==> src/rtl/ternary_popcount_sched.sv <==
`default_nettype none
// ============================================================================
// Module   : ternary_popcount_sched
// Brief    : Time-multiplexes one shared 20-input popcount unit across a wide
//            ternary-neuron input vector. Positive-weight matches are counted
//            first, then negative-weight matches. The block then produces a
//            signed sum and a thresholded activation.
// Revision : 1.0 - initial release
// ============================================================================
module ternary_popcount_sched #(
    parameter int CHUNKS = 4,
    parameter int ACC_W  = 8
) (
    input  logic                     clk,
    input  logic                     rst,
    input  logic                     in_valid,
    output logic                     in_ready,
    input  logic [20*CHUNKS-1:0]     in_x,
    input  logic [20*CHUNKS-1:0]     in_wpos,
    input  logic [20*CHUNKS-1:0]     in_wneg,
    input  logic signed [ACC_W:0]    in_thr,
    output logic [19:0]              pc_a,
    input  logic [4:0]               pc_cnt,
    output logic                     out_valid,
    input  logic                     out_ready,
    output logic signed [ACC_W:0]    out_sum,
    output logic                     out_act,
    output logic                     busy
);

    localparam int              C_KW      = (CHUNKS > 1) ? $clog2(CHUNKS) : 1;
    localparam int              C_SUM_W   = ACC_W + 6;
    localparam logic [ACC_W-1:0] C_ACC_MAX = {ACC_W{1'b1}};
    localparam logic [C_KW-1:0]  C_K_LAST  = C_KW'(CHUNKS - 1);

    typedef enum logic [1:0] {
        S_IDLE = 2'd0,
        S_POS  = 2'd1,
        S_NEG  = 2'd2,
        S_DONE = 2'd3
    } state_t;

    state_t                  state_q, state_d;
    logic [C_KW-1:0]         k_q, k_d;
    logic [20*CHUNKS-1:0]    x_q, x_d;
    logic [20*CHUNKS-1:0]    wpos_q, wpos_d;
    logic [20*CHUNKS-1:0]    wneg_q, wneg_d;
    logic signed [ACC_W:0]   thr_q, thr_d;
    logic [ACC_W-1:0]        acc_pos_q, acc_pos_d;
    logic [ACC_W-1:0]        acc_neg_q, acc_neg_d;
    logic signed [ACC_W:0]   out_sum_q, out_sum_d;
    logic                    out_act_q, out_act_d;

    logic [19:0]             w_x_chunk;
    logic [19:0]             w_wpos_chunk;
    logic [19:0]             w_wneg_chunk;
    logic signed [ACC_W:0]   w_diff;

    // Accumulate one popcount result, clamping at the accumulator maximum.
    function automatic logic [ACC_W-1:0] sat_add(input logic [ACC_W-1:0] a,
                                                 input logic [4:0]       b);
        logic [C_SUM_W-1:0] s;
        s = C_SUM_W'(a) + C_SUM_W'(b);
        if (s > C_SUM_W'(C_ACC_MAX)) begin
            return C_ACC_MAX;
        end
        return s[ACC_W-1:0];
    endfunction

    // Select chunk k of the latched operands.
    always_comb begin
        w_x_chunk    = '0;
        w_wpos_chunk = '0;
        w_wneg_chunk = '0;
        for (int i = 0; i < CHUNKS; i++) begin
            if (k_q == C_KW'(i)) begin
                w_x_chunk    = x_q[20*i +: 20];
                w_wpos_chunk = wpos_q[20*i +: 20];
                w_wneg_chunk = wneg_q[20*i +: 20];
            end
        end
    end

    // Next-state, datapath updates and outputs of the sequencer.
    always_comb begin
        state_d   = state_q;
        k_d       = k_q;
        x_d       = x_q;
        wpos_d    = wpos_q;
        wneg_d    = wneg_q;
        thr_d     = thr_q;
        acc_pos_d = acc_pos_q;
        acc_neg_d = acc_neg_q;
        out_sum_d = out_sum_q;
        out_act_d = out_act_q;
        pc_a      = '0;
        w_diff    = '0;

        case (state_q)
            S_IDLE: begin
                if (in_valid) begin
                    x_d       = in_x;
                    wpos_d    = in_wpos;
                    wneg_d    = in_wneg;
                    thr_d     = in_thr;
                    acc_pos_d = '0;
                    acc_neg_d = '0;
                    k_d       = '0;
                    state_d   = S_POS;
                end
            end
            S_POS: begin
                pc_a      = w_x_chunk & w_wpos_chunk;
                acc_pos_d = sat_add(acc_pos_q, pc_cnt);
                if (k_q == C_K_LAST) begin
                    k_d     = '0;
                    state_d = S_NEG;
                end else begin
                    k_d = k_q + C_KW'(1);
                end
            end
            S_NEG: begin
                pc_a      = w_x_chunk & w_wneg_chunk;
                acc_neg_d = sat_add(acc_neg_q, pc_cnt);
                if (k_q == C_K_LAST) begin
                    k_d       = '0;
                    // The result is registered from the final negative count
                    // so it is stable for the whole DONE phase.
                    w_diff    = $signed({1'b0, acc_pos_q}) - $signed({1'b0, acc_neg_d});
                    out_sum_d = w_diff;
                    out_act_d = (w_diff >= thr_q);
                    state_d   = S_DONE;
                end else begin
                    k_d = k_q + C_KW'(1);
                end
            end
            S_DONE: begin
                if (out_ready) begin
                    state_d = S_IDLE;
                end
            end
            default: begin
                state_d = S_IDLE;
            end
        endcase
    end

    // State register; reset aborts any operation in flight.
    always_ff @(posedge clk or posedge rst) begin
        if (rst) begin
            state_q <= S_IDLE;
        end else begin
            state_q <= state_d;
        end
    end

    // Datapath registers: operands, counters, accumulators and results.
    always_ff @(posedge clk or posedge rst) begin
        if (rst) begin
            k_q       <= '0;
            x_q       <= '0;
            wpos_q    <= '0;
            wneg_q    <= '0;
            thr_q     <= '0;
            acc_pos_q <= '0;
            acc_neg_q <= '0;
            out_sum_q <= '0;
            out_act_q <= 1'b0;
        end else begin
            k_q       <= k_d;
            x_q       <= x_d;
            wpos_q    <= wpos_d;
            wneg_q    <= wneg_d;
            thr_q     <= thr_d;
            acc_pos_q <= acc_pos_d;
            acc_neg_q <= acc_neg_d;
            out_sum_q <= out_sum_d;
            out_act_q <= out_act_d;
        end
    end

    assign in_ready  = (state_q == S_IDLE);
    assign busy      = (state_q != S_IDLE);
    assign out_valid = (state_q == S_DONE);
    assign out_sum   = out_sum_q;
    assign out_act   = out_act_q;

endmodule
`default_nettype wire

==> config.mk <==
export PLATFORM = sky130hd
export DESIGN_NAME = ternary_popcount_sched
export DESIGN_NICKNAME = d
export VERILOG_FILES = /design/src/rtl/ternary_popcount_sched.sv
export SDC_FILE = /design/constraint.sdc
export NUM_CORES = 1
export LEC_CHECK = 0
export ABC_AREA = 1
export BUFFER_PORTS_ARGS = -buffer_cell sky130_fd_sc_hd__buf_2
export CAP_MARGIN = 20
export CORE_MARGIN = 3
export CORE_UTILIZATION = 40
export CTS_CLUSTER_DIAMETER = 80
export DETAILED_ROUTE_END_ITERATION = 7
export HOLD_SLACK_MARGIN = 0.15
export PLACE_DENSITY = 0.69
export SYNTH_ARGS = -nofsm -noshare
export SYNTH_HDL_FRONTEND = slang
export SYNTH_SLANG_ARGS = --single-unit
==> constraint.sdc <==
create_clock -name clk -period 7.2 [get_ports clk]
set_clock_uncertainty 0.05 [all_clocks]
set_input_delay 0 -clock clk [delete_from_list [all_inputs] [get_ports clk]]
set_output_delay 0 -clock clk [all_outputs]
set_load 0.01 [all_outputs]
==> impl_metrics.tcl, run 1 <==
set metrics [dict create \
    cts.root.buffer_cell "sky130_fd_sc_hd__clkbuf_16" \
    count_of_flip_flops_with_a_built_in_enable_after_synthesis 0 \
    detailed_place_hpwl_mm 29.2 \
    ys_seq_elements 279 \
    syn_std_cell_area_um2 13400 \
    async_sr_flop_fraction_pct 100 \
    postCtsSetupRepairBufs 0 \
    cts_buffer_depth 3 \
    clock_sinks 279 \
    error_line "[ERROR RSZ-0060] Max buffer count reached." \
    cts_made_buffers 31 \
    yosysWarningCount 0 \
    start_util_pct 40.9 \
    floorplan.io_pins 291 \
    synthTopCellsByCount "719 x sky130_fd_sc_hd__nand2_1, 279 x sky130_fd_sc_hd__dfrtp_1, 121 x sky130_fd_sc_hd__inv_1" \
    cts_hold_repair.buffers 475 \
    run_status "aborted with a tool error" \
    synthesis.instances 1655 \
    num_rows 66 \
    post_synth.cell_area_avg_um2 8.12 \
    gpl.final_weighted_congestion 0.909 \
    yosysMostFrequentCell "sky130_fd_sc_hd__nand2_1" \
    synth_ff_type "sky130_fd_sc_hd__dfrtp_1" \
    synth.top_cell.area_share_pct 51.9 \
    cts_resized 0 \
    synth_sequential_area_ratio_pct 51.9 \
    stop_stage "4_1_cts" \
    die_w_um 189 \
    synth_fp_nets 1948 \
    h-tree-depth 1 \
    synth_cell_type_count 48 \
    die_y_um 189 \
    buffer_ports.inserted 290 \
    yosys.area.top_type "sky130_fd_sc_hd__dfrtp_1" \
    synth_area_leaders "sky130_fd_sc_hd__dfrtp_1 52%, sky130_fd_sc_hd__nand2_1 20%, sky130_fd_sc_hd__o21ai_0 4.4%" \
]
through the flow:
step / hold WS, ns / instance area (µm²) / worst slack (ns) / std cells / util [%]
3_3_place_gp: 0.148 / 15200 / 3.68 / 2313 / 46.3
2_1_floorplan: 0.0596 / 13400 / 3.46 / 1655 / -
3_5_place_dp: 0.147 / 15200 / 3.56 / 2313 / 46.3
cell families after synthesis:
group | count (synthesis) | synth area share [%]
adders and majority gates | 35 | 3.37
DFF | 279 | 51.9
and+or+nand+nor | 855 | 26.0
AOI/OAI and AO/OA | 267 | 12.1
xor gates and xnor gates | 5 | 0.326
buffers and inverters | 214 | 6.32
==> run 2, diff against run 1 <==
--- a/config.mk
+++ b/config.mk
@@ -9,11 +9,9 @@
 export BUFFER_PORTS_ARGS = -buffer_cell sky130_fd_sc_hd__buf_2
 export CAP_MARGIN = 20
 export CORE_MARGIN = 3
-export CORE_UTILIZATION = 40
-export CTS_CLUSTER_DIAMETER = 80
+export CORE_UTILIZATION = 25
 export DETAILED_ROUTE_END_ITERATION = 7
-export HOLD_SLACK_MARGIN = 0.15
-export PLACE_DENSITY = 0.69
+export PLACE_DENSITY_LB_ADDON = 0.15
 export SYNTH_ARGS = -nofsm -noshare
 export SYNTH_HDL_FRONTEND = slang
 export SYNTH_SLANG_ARGS = --single-unit
==> constraint.sdc (replaced) <==
create_clock -name clk -period 9.4 [get_ports clk]
set_clock_uncertainty 0.05 [all_clocks]
set_input_delay 0 -clock clk [delete_from_list [all_inputs] [get_ports clk]]
set_output_delay 0 -clock clk [all_outputs]
set_load 0.01 [all_outputs]
==> run 2 against run 1 <==
Synthesized area unchanged. Synthesized cell count unchanged. The flow now finishes without violations.
==> impl_metrics.tcl, run 2 <==
set metrics [dict create \
    grt.met3_usage_pct 2.48 \
    drt_iter0_drc 762 \
    clkSlewWorstSetupHoldPaths_ns 0.06 \
    ys_seq_elements 279 \
    dp_slack_ns 5.79 \
    routed_wire_length_per_instance_um 17.9 \
    maximum_number_of_pins_on_one_net_before_global_route_repair 148 \
    tightestPinTransition_ns 1.03 \
    post_synth.cell_area_avg_um2 8.12 \
    drc_errors 0 \
    cts_tree "done" \
    multi_input_comb_area_um2 5640 \
    grt_pass1_vias 13900 \
    synth_ff_type "sky130_fd_sc_hd__dfrtp_1" \
    synth_cell_type_count 48 \
    final_period_minus_worst_setup_slack_ns 4.00 \
    detailed_place_hpwl_mm 35.7 \
    run_status "finished clean" \
    finalCritPeriodShare_pct 42.5 \
    die_y_um 238 \
    coreArea_um2 52900 \
    grt_setup_unrepaired "false" \
    yosysMostFrequentCell "sky130_fd_sc_hd__nand2_1" \
    power_frac_clock_pct 24.9 \
    n_fill_cell 5465 \
    global_route.usage.met1_pct 24.3 \
    power_density_nw_per_um2 320 \
    floorplan.io_pins 291 \
    synthTopCellsByCount "719 x sky130_fd_sc_hd__nand2_1, 279 x sky130_fd_sc_hd__dfrtp_1, 121 x sky130_fd_sc_hd__inv_1" \
    net_load_switching_power_mw 2.55 \
    antenna_found_initial 1 \
    insertion_delay_of_the_later_clocked_pin_in_the_worst_skew_pair_ns 0.55 \
    regArea_um2 6980 \
    worst_slack_ns 5.40 \
    synth_area_leaders "sky130_fd_sc_hd__dfrtp_1 52%, sky130_fd_sc_hd__nand2_1 20%, sky130_fd_sc_hd__o21ai_0 4.4%" \
    report.final.setup_viol 0 \
    buffer_ports.inserted 290 \
    synthesis.instances 1655 \
    sw_frac_of_total_pct 40.9 \
    track_usage_pct 18.3 \
    share_of_post_route_cells_with_drive_strength_above_1_pct 18.5 \
    synth_sequential_area_ratio_pct 51.9 \
    yosys.area.top_type "sky130_fd_sc_hd__dfrtp_1" \
    die_area_um2 56600 \
    gpl.final_weighted_congestion 0.823 \
    required_time_of_the_critical_path_ns 9.35 \
    grt_pass1_wl_mm 80.2 \
    layout_top_registers "wneg_q (80), wpos_q (80), x_q (80)" \
    leakage_nw 9.75 \
    timing.max_slew.rel_slack_pct 31.2 \
    postRouteAntennaNets 0 \
    syn_std_cell_area_um2 13400 \
    critical_path_at_ns 3.95 \
    busiest_layer "met2" \
    num_rows 84 \
    synth.top_cell.area_share_pct 51.9 \
    timing.critical_path.from_type "register" \
    timing_max_transition_violations_final 0 \
    hold_viol_final 0 \
    max_cap_viol_count 0 \
    async_sr_flop_fraction_pct 100 \
    critical_path.max_fanout 38 \
    h-tree-depth 2 \
    seq_power_share_pct 33.2 \
    max_freq_mhz 250 \
    vias 12900 \
    tns_ns 0 \
    synth_fp_nets 1948 \
    mostFrequentLayoutCells "718 x sky130_fd_sc_hd__nand2_1, 290 x sky130_fd_sc_hd__buf_2, 279 x sky130_fd_sc_hd__dfrtp_1, 263 x sky130_fd_sc_hd__dlygate4sd3_1, 120 x sky130_fd_sc_hd__inv_1" \
    start_util_pct 25.4 \
    routed_wl_mm 51.6 \
    hold_path_class "primary input to register" \
    cts_made_buffers 36 \
    cts_buffer_depth 3 \
    yosysWarningCount 0 \
    vdd_drop_max_v 0.000132 \
    overflow 0 \
    layout_commonest_cell "sky130_fd_sc_hd__nand2_1" \
    grtUsageMet2_pct 30.6 \
    clock_sinks 279 \
    first_pass_iteration_count_of_the_detailed_router 5 \
    count_of_flip_flops_with_a_built_in_enable_after_synthesis 0 \
    cts.root.buffer_cell "sky130_fd_sc_hd__clkbuf_16" \
    via_per_inst 4.48 \
    worstSetupEndpointType "output port" \
    power.internal_mw 3.69 \
    die_w_um 238 \
    ff2ff_setup_slack_ns 5.77 \
    finalNetCount 2466 \
    criticalPathCategory "register to output port" \
    area_growth_pct 45.2 \
    combPwrFrac_pct 41.8 \
]
run 2: cell counts after synthesis:
Identical to the previous run, type by type.
run 2: repair_timing:
action / in CTS / in global routing
endpoints found under the setup margin: 0 / 0
endpoints found under the hold margin: 350 / 0
resized for setup: 0 / 0
setup buffers: 0 / 0
hold buffers: 263 / 0
run 2: metrics by stage:
stage                     hold WS (ns)  area, µm²  utilization, %  cells  total power [mW]
after floorplan                 0.0596      13400               -   1655              3.75
after global placement           0.114      15500            29.4   2559              4.57
after detailed placement         0.112      15500            29.4   2559              4.62
after CTS                      0.00734      19500            36.9   2882              6.33
after global routing            0.0851      19500            36.9   2883              6.79
final                           0.0307      19500            36.9   2884              6.24
run 2: final cells by class:
type | instances | share of cell area (%)
repair buffers | 566 | 21.5
flip-flops and latches | 279 | 35.8
multi-input cells | 1162 | 28.9
well taps | 688 | 4.41
clock buffers | 43 | 5.01
diodes | 1 | 0.0128
clock inverters | 17 | 1.76
inverters | 128 | 2.58
run 2: routing by layer:
| layer | routed length (µm) | share of wire [%] | up-vias |
|---|---|---|---|
| met5 | 13 | 0.025 | - |
| met2 | 24300 | 47 | 304 |
| met4 | 1730 | 3.3 | 2 |
| met1 | 23600 | 46 | 6150 |
| li1 | - | - | 6373 |
| met3 | 1990 | 3.9 | 83 |
run 2: worst paths after layout:
check                      cells past startpoint                     start                  endpoint
max                                           10        k_q[1]$_DFFE_PP0P_                  pc_a[10]
min in group asynchronous                      3                       rst      thr_q[2]$_DFFE_PP0P_
max reg2reg                                   24  acc_neg_q[0]$_DFFE_PP0P_       out_act$_DFFE_PP0P_
min                                            5                 pc_cnt[2]  acc_pos_q[2]$_DFFE_PP0P_
min reg2reg                                    2    out_sum[6]$_DFFE_PP0P_    out_sum[6]$_DFFE_PP0P_
max in group asynchronous                      5                       rst    wneg_q[28]$_DFFE_PP0P_
run 2: kinds of logic (layout without fill, tap and decap cells):
family,Yosys count,after routing,synth area share (%)
other,0,1,0
AND/OR/NAND/NOR,855,855,26.0
AO/OA/AOI/OAI,267,267,12.1
flip-flops,279,279,51.9
adder cells (fa/ha/maj),35,35,3.37
XOR/XNOR,5,5,0.326
buffers and inverters,214,754,6.32
run 2: power groups by stage:
stage,registers (mW),logic (mW),clock network (mW)
after CTS,2.08,2.65,1.61
final,2.07,2.61,1.56
after floorplan,2.01,1.74,0
after global routing,2.15,2.99,1.65
after detailed placement,2.09,2.53,0
after global placement,2.08,2.49,0
run 2: critical path, stage by stage, from the launching register on:
cell,delay [ns]
sky130_fd_sc_hd__dfrtp_1,0.38
sky130_fd_sc_hd__inv_1,0.09
sky130_fd_sc_hd__ha_2,0.43
sky130_fd_sc_hd__nor2_4,0.90
sky130_fd_sc_hd__inv_2,0.21
sky130_fd_sc_hd__o21ai_0,0.22
sky130_fd_sc_hd__nand2_1,0.09
sky130_fd_sc_hd__o31ai_1,0.36
sky130_fd_sc_hd__nand2_1,0.18
sky130_fd_sc_hd__a21oi_1,0.31
sky130_fd_sc_hd__buf_2,0.20
No activity file was read; power rests on OpenSTA's default activity.
==> run 3, diff against run 2 <==
--- a/config.mk
+++ b/config.mk
@@ -5,7 +5,7 @@
 export SDC_FILE = /design/constraint.sdc
 export NUM_CORES = 1
 export LEC_CHECK = 0
-export ABC_AREA = 1
+export ABC_AREA = 0
 export BUFFER_PORTS_ARGS = -buffer_cell sky130_fd_sc_hd__buf_2
 export CAP_MARGIN = 20
 export CORE_MARGIN = 3
==> constraint.sdc (replaced) <==
create_clock -name clk -period 4.2 [get_ports clk]
set_clock_uncertainty 0.05 [all_clocks]
set_input_delay 0 -clock clk [delete_from_list [all_inputs] [get_ports clk]]
set_output_delay 0 -clock clk [all_outputs]
set_load 0.01 [all_outputs]
==> run 3 against run 2 <==
Wire length fell by 17%. Combinational power rose by 140%. First-iteration DRC count fell by 32%. Global-route usage fell by 3.3 points. Flip-flop and latch count did not move. Synthesized area rose by 0.26%. Clock power rose by 99%. Critical path type unchanged. Largest power group unchanged.
==> impl_metrics.tcl, run 3 <==
set metrics [dict create \
    run_status "finished clean" \
    cts_tree "done" \
    combPwrFrac_pct 44.2 \
    synth_ff_type "sky130_fd_sc_hd__dfrtp_1" \
    synth.top_cell.area_share_pct 51.8 \
    share_of_post_route_cells_with_drive_strength_above_1_pct 41.8 \
    vias 10600 \
    critPathMostFrequentCell "sky130_fd_sc_hd__buf_4" \
    worst-r2r-cell-count 18 \
    cp_num_buf_inv 5 \
    synthesis.instances 1071 \
    fin_area_um2 19800 \
    area_growth_pct 46.9 \
    criticalPathCategory "register to output port" \
    mostFrequentLayoutCells "291 x sky130_fd_sc_hd__mux2_2, 290 x sky130_fd_sc_hd__buf_2, 279 x sky130_fd_sc_hd__dfrtp_1, 266 x sky130_fd_sc_hd__dlygate4sd3_1, 65 x sky130_fd_sc_hd__nand2_1" \
    layout_top_registers "wneg_q (80), wpos_q (80), x_q (80)" \
    finalNetCount 1929 \
    floorplan.io_pins 291 \
    sw_frac_of_total_pct 35.6 \
    detailed_place_hpwl_mm 29.3 \
    synthTopCellsByCount "291 x sky130_fd_sc_hd__mux2_2, 279 x sky130_fd_sc_hd__dfrtp_1, 66 x sky130_fd_sc_hd__nand2_1" \
    n_fill_cell 5294 \
    leakage_nw 8.75 \
    insertion_delay_of_the_later_clocked_pin_in_the_worst_skew_pair_ns 0.53 \
    buffer_ports.inserted 290 \
    report.final.setup_viol 0 \
    synth_area_leaders "sky130_fd_sc_hd__dfrtp_1 52%, sky130_fd_sc_hd__mux2_2 24%, sky130_fd_sc_hd__ha_1 3.1%" \
    die_area_um2 56700 \
    whs_endpoint "x_q[32]$_DFFE_PP0P_" \
    routed_wire_length_per_instance_um 18.1 \
    synth_cell_type_count 58 \
    timing.max_slew.rel_slack_pct 35.1 \
    synth_fp_nets 1364 \
    holdPathStages 3 \
    yosysMostFrequentCell "sky130_fd_sc_hd__mux2_2" \
    grt_pass1_wl_mm 66.7 \
    cp_slowest_cell "sky130_fd_sc_hd__a2111oi_0" \
    postRouteAntennaNets 0 \
    post_synth.cell_area_avg_um2 12.6 \
    layout_commonest_cell "sky130_fd_sc_hd__mux2_2" \
    clock_sinks 279 \
    routed_wl_mm 42.8 \
    cts_made_buffers 37 \
    critical_path.max_fanout 15 \
    first_pass_iteration_count_of_the_detailed_router 4 \
    holdCritStartpoint "in_x[32]" \
    power_frac_clock_pct 21.7 \
    clkSlewWorstSetupHoldPaths_ns 0.06 \
    tns_ns 0 \
    synth_sequential_area_ratio_pct 51.8 \
    power.internal_mw 9.21 \
    power_density_nw_per_um2 722 \
    hold_viol_final 0 \
    required_time_of_the_critical_path_ns 4.15 \
    grt_pass1_vias 11500 \
    syn_std_cell_area_um2 13500 \
    die_y_um 238 \
    regToRegStartpoint "acc_neg_q[0]$_DFFE_PP0P_" \
    dpl_cell_area_um2 15900 \
    ff2ff_setup_slack_ns 0.21 \
    critical_path.top_delay_family "compound AO/OA/AOI/OAI gates" \
    timing_max_transition_violations_final 0 \
    tightestPinTransition_ns 0.971 \
    cpPeakStageDelay_ns 0.71 \
    h-tree-depth 2 \
    hold_path_class "primary input to register" \
    via_per_inst 4.48 \
    cts.root.buffer_cell "sky130_fd_sc_hd__clkbuf_16" \
    worstPathCellList "inv_1 -> ha_1 -> buf_4 -> nor2b_2 -> buf_4 -> a32oi_1 -> a2111oi_0 -> buf_4 -> a31oi_1 -> o22ai_1 -> and2_1 -> buf_2" \
    finalCritPeriodShare_pct 95.1 \
    worst_r2r_endpoint "out_act$_DFFE_PP0P_" \
    gpl.final_weighted_congestion 0.757 \
    cts_buffer_depth 3 \
    yosys.area.top_type "sky130_fd_sc_hd__dfrtp_1" \
    vdd_drop_max_v 0.000376 \
    num_rows 84 \
    ys_seq_elements 279 \
    worst_slack_ns 0.206 \
    dp_slack_ns 0.0454 \
    drt_iter0_drc 521 \
    yosysWarningCount 0 \
    seq_power_share_pct 34.2 \
    async_sr_flop_fraction_pct 100 \
    worstSetupEndpointType "output port" \
    net_load_switching_power_mw 5.09 \
    drc_errors 0 \
    multi_input_comb_area_um2 6230 \
    critical_path_at_ns 3.94 \
    count_of_flip_flops_with_a_built_in_enable_after_synthesis 0 \
    maximum_number_of_pins_on_one_net_before_global_route_repair 117 \
    grt_setup_unrepaired "false" \
    regArea_um2 6980 \
    coreArea_um2 53000 \
    max_cap_viol_count 0 \
    track_usage_pct 15.0 \
    timing.critical_path.from_type "register" \
    die_w_um 238 \
    start_util_pct 25.4 \
    overflow 0 \
    final_period_minus_worst_setup_slack_ns 3.99 \
    antenna_found_initial 8 \
    max_freq_mhz 250 \
]
==> run 3: logic make-up after synthesis <==
family          count (synthesis)  synth area share, %
flops                         279                 51.8
compound gates                203                 10.7
xor+xnor                       12                0.780
mux                           314                 26.0
fa+ha+maj                      36                 3.44
simple gates                  142                 4.86
buf+inv                        85                 2.41
==> run 3: cell type report <==
cell class                      count  area share [%]
Antenna cell                        8           0.101
Clock buffer                       53            5.44
Clock inverter                     13           0.601
Inverter                           22           0.436
Multi-Input combinational cell    707            31.5
Sequential cell                   279            35.3
Tap cell                          688            4.35
Timing Repair Buffer              589            22.4
==> run 3: per-stage QoR <==
stage	power [mW]	std cells	hold WS, ns	utilization, %
after floorplan	9.05	1071	0.101	-
after global placement	10.9	2018	0.0314	30.0
after detailed placement	11.0	2018	0.0309	30.0
after CTS	14.5	2350	0.114	37.3
after global routing	15.4	2356	0.127	37.4
final	14.3	2359	0.160	37.4
==> run 3: power groups by stage <==
stage          logic, mW  clock network, mW  registers, mW
6_report            6.32               3.10           4.88
5_1_grt             7.04               3.34           5.05
4_1_cts             6.38               3.23           4.88
3_5_place_dp        6.08                  0           4.91
3_3_place_gp        6.01                  0           4.88
2_1_floorplan       4.39                  0           4.66
==> run 3: worst max path at each step <==
stage / from / end / cells after the start
after CTS: acc_neg_q[0]$_DFFE_PP0P_ / out_act$_DFFE_PP0P_ / 18
final: k_q[0]$_DFFE_PP0P_ / pc_a[8] / 12
after floorplan: acc_neg_q[0]$_DFFE_PP0P_ / out_act$_DFFE_PP0P_ / 18
after global placement: acc_neg_q[0]$_DFFE_PP0P_ / out_act$_DFFE_PP0P_ / 18
after detailed placement: acc_neg_q[0]$_DFFE_PP0P_ / out_act$_DFFE_PP0P_ / 18
after global routing: k_q[0]$_DFFE_PP0P_ / pc_a[16] / 12
==> run 3: metal layers <==
layer  GRT usage, %  share of wire [%]
met5              0                  0
met4           4.40                2.2
met3           3.06                4.4
met2           26.0                 49
met1           18.9                 44
==> run 3: what timing repair did <==
action	in CTS	in global routing
hold endpoints to repair	307	0
hold buffers	266	0
setup buffers	0	1
endpoints found under the setup margin	2	1
pin swaps	0	9
resized for setup	2	8
==> run 3: worst min-delay path: stages <==
cell and delay (ns):
sky130_fd_sc_hd__dlygate4sd3_1 0.51, sky130_fd_sc_hd__buf_2 0.09, sky130_fd_sc_hd__mux2_2 0.12
